===== config.mk =====
export PLATFORM = sky130hd
export DESIGN_NAME = cache_fill_fsm
export DESIGN_NICKNAME = d
export VERILOG_FILES = /design/src/rtl/cache_fill_fsm.sv
export SDC_FILE = /design/constraint.sdc
export NUM_CORES = 1
export LEC_CHECK = 0
export CAP_MARGIN = 30
export CORE_MARGIN = 1.5
export CORE_UTILIZATION = 34
export DETAILED_ROUTE_END_ITERATION = 10
export GPL_TIMING_DRIVEN = 0
export PLACE_DENSITY = 0.82
export SLEW_MARGIN = 20
export SYNTH_ARGS = -nofsm -noshare
export SYNTH_HDL_FRONTEND = slang
export SYNTH_SLANG_ARGS = --single-unit

===== constraint.sdc =====
create_clock -name clk_i -period 1.9 [get_ports clk_i]
set_clock_uncertainty 0.1 [all_clocks]
set_input_delay 0.285 -clock clk_i [delete_from_list [all_inputs] [get_ports clk_i]]
set_output_delay 0.285 -clock clk_i [all_outputs]
set_load 0.05 [all_outputs]

===== src/rtl/cache_fill_fsm.sv =====
// cache_fill_fsm: miss-handling engine between the split I-/D-caches and main memory.
// Arbitrates between pending misses (D first), streams one 8-word block from a pipelined,
// in-order memory into the selected cache's data array, then writes the tag.
// Optional feature macro: FILL_CRITICAL_WORD_FIRST_EN (start the fill at the missing word).
module cache_fill_fsm #(
    parameter int unsigned BLOCK_WORDS = 8,
    parameter int unsigned ADDR_W      = 16
) (
    input  logic              clk_i,
    input  logic              rst_i,
    input  logic              i_miss_i,
    input  logic [ADDR_W-1:0] i_miss_addr_i,
    input  logic              d_miss_i,
    input  logic [ADDR_W-1:0] d_miss_addr_i,
    output logic              mem_enable_o,
    output logic [ADDR_W-1:0] mem_addr_o,
    input  logic              mem_data_valid_i,
    input  logic [15:0]       mem_data_in_i,
    output logic              fill_sel_o,
    output logic              data_wen_o,
    output logic [2:0]        data_word_o,
    output logic [15:0]       data_out_o,
    output logic              tag_wen_o,
    output logic              fill_busy_o,
    output logic              fill_done_o
);

    localparam int unsigned BaseW = ADDR_W - 4;

    typedef enum logic [0:0] {StIdle, StFill} state_e;

    state_e           state_q, state_d;
    logic [BaseW-1:0] base_q, base_d;
    logic [3:0]       issue_cnt_q, issue_cnt_d;
    logic [2:0]       recv_cnt_q, recv_cnt_d;
    logic             fill_sel_q, fill_sel_d;
    logic [2:0]       start_q;
    logic [2:0]       issue_off;
    logic [2:0]       recv_off;

`ifdef FILL_CRITICAL_WORD_FIRST_EN
    logic [2:0] start_d;
    // Byte bit 0 never selects a word.
    logic unused_addr_bits;
    assign unused_addr_bits = ^{i_miss_addr_i[0], d_miss_addr_i[0]};
`else
    // Fills always begin at word 0; the low miss-address bits carry no meaning here.
    logic unused_addr_bits;
    assign unused_addr_bits = ^{i_miss_addr_i[3:0], d_miss_addr_i[3:0]};
    assign start_q = 3'd0;
`endif

    // Word offsets wrap modulo the block size through 3-bit truncation.
    assign issue_off = start_q + issue_cnt_q[2:0];
    assign recv_off  = start_q + recv_cnt_q;

    // State, latched block base and progress counters.
    always_ff @(posedge clk_i or posedge rst_i) begin
        if (rst_i) begin
            state_q     <= StIdle;
            base_q      <= '0;
            issue_cnt_q <= '0;
            recv_cnt_q  <= '0;
            fill_sel_q  <= 1'b0;
`ifdef FILL_CRITICAL_WORD_FIRST_EN
            start_q     <= '0;
`endif
        end else begin
            state_q     <= state_d;
            base_q      <= base_d;
            issue_cnt_q <= issue_cnt_d;
            recv_cnt_q  <= recv_cnt_d;
            fill_sel_q  <= fill_sel_d;
`ifdef FILL_CRITICAL_WORD_FIRST_EN
            start_q     <= start_d;
`endif
        end
    end

    // Next-state logic and combinational outputs; issue and return sides advance independently.
    always_comb begin
        state_d      = state_q;
        base_d       = base_q;
        issue_cnt_d  = issue_cnt_q;
        recv_cnt_d   = recv_cnt_q;
        fill_sel_d   = fill_sel_q;
`ifdef FILL_CRITICAL_WORD_FIRST_EN
        start_d      = start_q;
`endif
        mem_enable_o = 1'b0;
        mem_addr_o   = '0;
        fill_sel_o   = 1'b0;
        data_wen_o   = 1'b0;
        data_word_o  = '0;
        data_out_o   = '0;
        tag_wen_o    = 1'b0;
        fill_busy_o  = 1'b0;

        unique case (state_q)
            StIdle: begin
                issue_cnt_d = '0;
                recv_cnt_d  = '0;
                // D miss wins: it belongs to the older instruction in the pipeline.
                if (d_miss_i) begin
                    base_d     = d_miss_addr_i[ADDR_W-1:4];
                    fill_sel_d = 1'b1;
`ifdef FILL_CRITICAL_WORD_FIRST_EN
                    start_d    = d_miss_addr_i[3:1];
`endif
                    state_d    = StFill;
                end else if (i_miss_i) begin
                    base_d     = i_miss_addr_i[ADDR_W-1:4];
                    fill_sel_d = 1'b0;
`ifdef FILL_CRITICAL_WORD_FIRST_EN
                    start_d    = i_miss_addr_i[3:1];
`endif
                    state_d    = StFill;
                end
            end
            StFill: begin
                fill_busy_o = 1'b1;
                fill_sel_o  = fill_sel_q;
                if (issue_cnt_q < 4'(BLOCK_WORDS)) begin
                    mem_enable_o = 1'b1;
                    mem_addr_o   = {base_q, issue_off, 1'b0};
                    issue_cnt_d  = issue_cnt_q + 4'd1;
                end
                if (mem_data_valid_i) begin
                    data_wen_o  = 1'b1;
                    data_word_o = recv_off;
                    data_out_o  = mem_data_in_i;
                    recv_cnt_d  = recv_cnt_q + 3'd1;
                    // Tag goes in alongside the final data word.
                    if (recv_cnt_q == 3'(BLOCK_WORDS - 1)) begin
                        tag_wen_o   = 1'b1;
                        state_d     = StIdle;
                        issue_cnt_d = '0;
                        recv_cnt_d  = '0;
                    end
                end
            end
            default: state_d = StIdle;
        endcase
    end

    assign fill_done_o = tag_wen_o;

endmodule


==> metrics.txt <==
run status=completed; register bit total from synthesis=21; Die W=64.8 um; final worst slack=0.0465 ns; DR vias=1259; layout cells sized above 1=30.4%; Initial Util=35.4%; CTS tree=done; final setup TNS=0 ns; Setup crit end kind=output port; Core Region=3660 sq um; WL met2=1760 um; IO Count=94; DR WL/cell=12.5 um; post-place setup slack=-0.366 ns; Mean Syn Cell Area=9.40 sq um; crit path kind=reg2out; most common cell after layout, fill and taps aside=clkdlybuf4s50_1; worst skew pair latency=0.25 ns; FF/Latch Area=527 sq um; port bufs=82; WL met3=152 um; placed cell count=268; Longest Clk Path Bufs=2; Finished Layout Cells=272; final wirelength=3390 um; Worst-Margin Slew=0.787 ns; worst path required time=1.51 ns; hold_ws=0.285 ns; Power Density=1450 nW/um^2; fill count=322; Final Instance Area=2270 sq um; Final Hold Viols=0; global route total overflow=0; synthesized area=1300 sq um; HPWL after DPL=2650 um; fin util=62.0%; CP max FO=4; Antenna Violating Nets Remaining=0; # hold bufs at CTS=0; first-pass GRT wire length=5380 um; number of CTS-inserted buffers=3; HP Class=in2reg; final setup vio count=0; EDFF count, synth=0; initial DRC count=15; Mapped Cells=138; Ant. Diodes=0; drt pass-1 iters=4; CP arrival=1.47 ns; antenna violations before repair=0; Max rail drop VDD=0.656 mV; final slew viol count=0; final worst-path cycle share=97.6%; FFs w/ async S/R, synth=100%; CTS H-Tree Depth=1; post-synthesis sequential area ratio=40.5%; CTS Root Cell=clkbuf_8; syn_nets=195; Tot Pwr=3.28 mW; Netlist cell types=24; prevailing post-synth register cell=dfrtp_1; Reg clk slew, reported paths=0.07 ns; wl on met1=1460 um; Pleak=1.09 nW; Area Growth Syn to Fin=74.9%; Die H=64.8 um; # Max-Cap Violations=0; Final GP Congestion=0.712; commonest cells after routing, fill and taps aside=clkdlybuf4s50_1 (42), clkdlybuf4s15_2 (25), and3_1 (20), dfrtp_1 (20); fin crit period=1.85 ns; CP startpoint kind=register; area of the multi-input gates=698 sq um; Synthesis Warnings=0; total track usage=16.2%; row cnt=22; Max Freq=540 MHz; DR top layer=met4; CTS Sinks=21; vias in the first global route=1178; full die area=4200 sq um; DRC Markers=0; Placed Area=2190 sq um; Post CTS Setup Buffer Count=0; pin count of the biggest net entering global routing=22; final net count=282; Via density=4.63; Slew Limit Headroom=47.5%
[metal layers]
| metal | GRT usage, % | vias to the layer above |
|---|---|---|
| li1 | - | 633 |
| met2 | 29.4 | 32 |
| met3 | 2.43 | 2 |
| met1 | 20.4 | 592 |
| met4 | 3.19 | 0 |
| met5 | 0 | - |
[Yosys cell counts (2+ instances only)]
master	n	area share [%]
and2_1	17	8.2
and3_1	21	10
buf_4	3	1.7
buf_6	3	2.6
clkbuf_1	5	1.4
dfrtp_1	21	41
ha_1	4	3.9
inv_1	4	1.2
mux2i_1	15	12
nand2_1	15	4.3
nor2_1	2	0.58
nor2b_1	4	1.9
o21ai_0	13	5.0
[power by group]
part           total [mW]  switching (mW)  internal (mW)
logic                2.21            1.40          0.808
clock network       0.282           0.134          0.149
registers           0.793           0.135          0.659
[sequential cells by signal, indices dropped and copies added, names as in the netlist]
signal and flops:
base_q 12, fill_sel_q 1, issue_cnt_q 4, recv_cnt_q 3
state_q 1
[path summary, 6_finish.rpt]
| kind | start | cells past startpoint | slack [ns] | end |
|---|---|---|---|---|
| setup / recovery | recv_cnt_q[0] | 4 | 0.05 | fill_done_o |
| hold / removal | d_miss_i | 3 | 0.29 | base_q[5] |
| setup reg to reg | recv_cnt_q[0] | 4 | 0.57 | recv_cnt_q[0] |
| hold reg to reg | base_q[3] | 2 | 0.37 | base_q[3] |
| max in group asynchronous | rst_i | 2 | 0.78 | state_q |
| min in group asynchronous | rst_i | 2 | 0.38 | issue_cnt_q[1] |
[cell families after synthesis]
kind of cell	count (synthesis)	share of synthesized area, %
AO/OA/AOI/OAI	17	7.81
buffers and inverters	17	8.48
flip-flops	21	40.5
adder cells (fa/ha/maj)	4	3.86
AND/OR/NAND/NOR	62	26.8
XOR/XNOR	1	0.675
multiplexers	15	11.6
other	1	0.289
[what timing repair did]
item / in CTS / in global routing
resized for setup: 153 / 13
endpoints found under the setup margin: 39 / 20
cloned: 0 / 0
pin swaps: 0 / 1
[layout make-up]
class	count	area share, %
flip-flops and latches	21	23.2
repair buffers	82	36.2
multi-input cells	100	30.8
inverters	4	0.662
well taps	48	2.65
plain buffers	13	4.52
clock buffers	4	1.98
[worst max-delay path: stages, from the launching register on]
cell and delay [ns]:
dfrtp_1 0.41, ha_2 0.22, ha_4 0.14, and3_4 0.19, buf_2 0.26
Power figures use the tool's default switching activity.
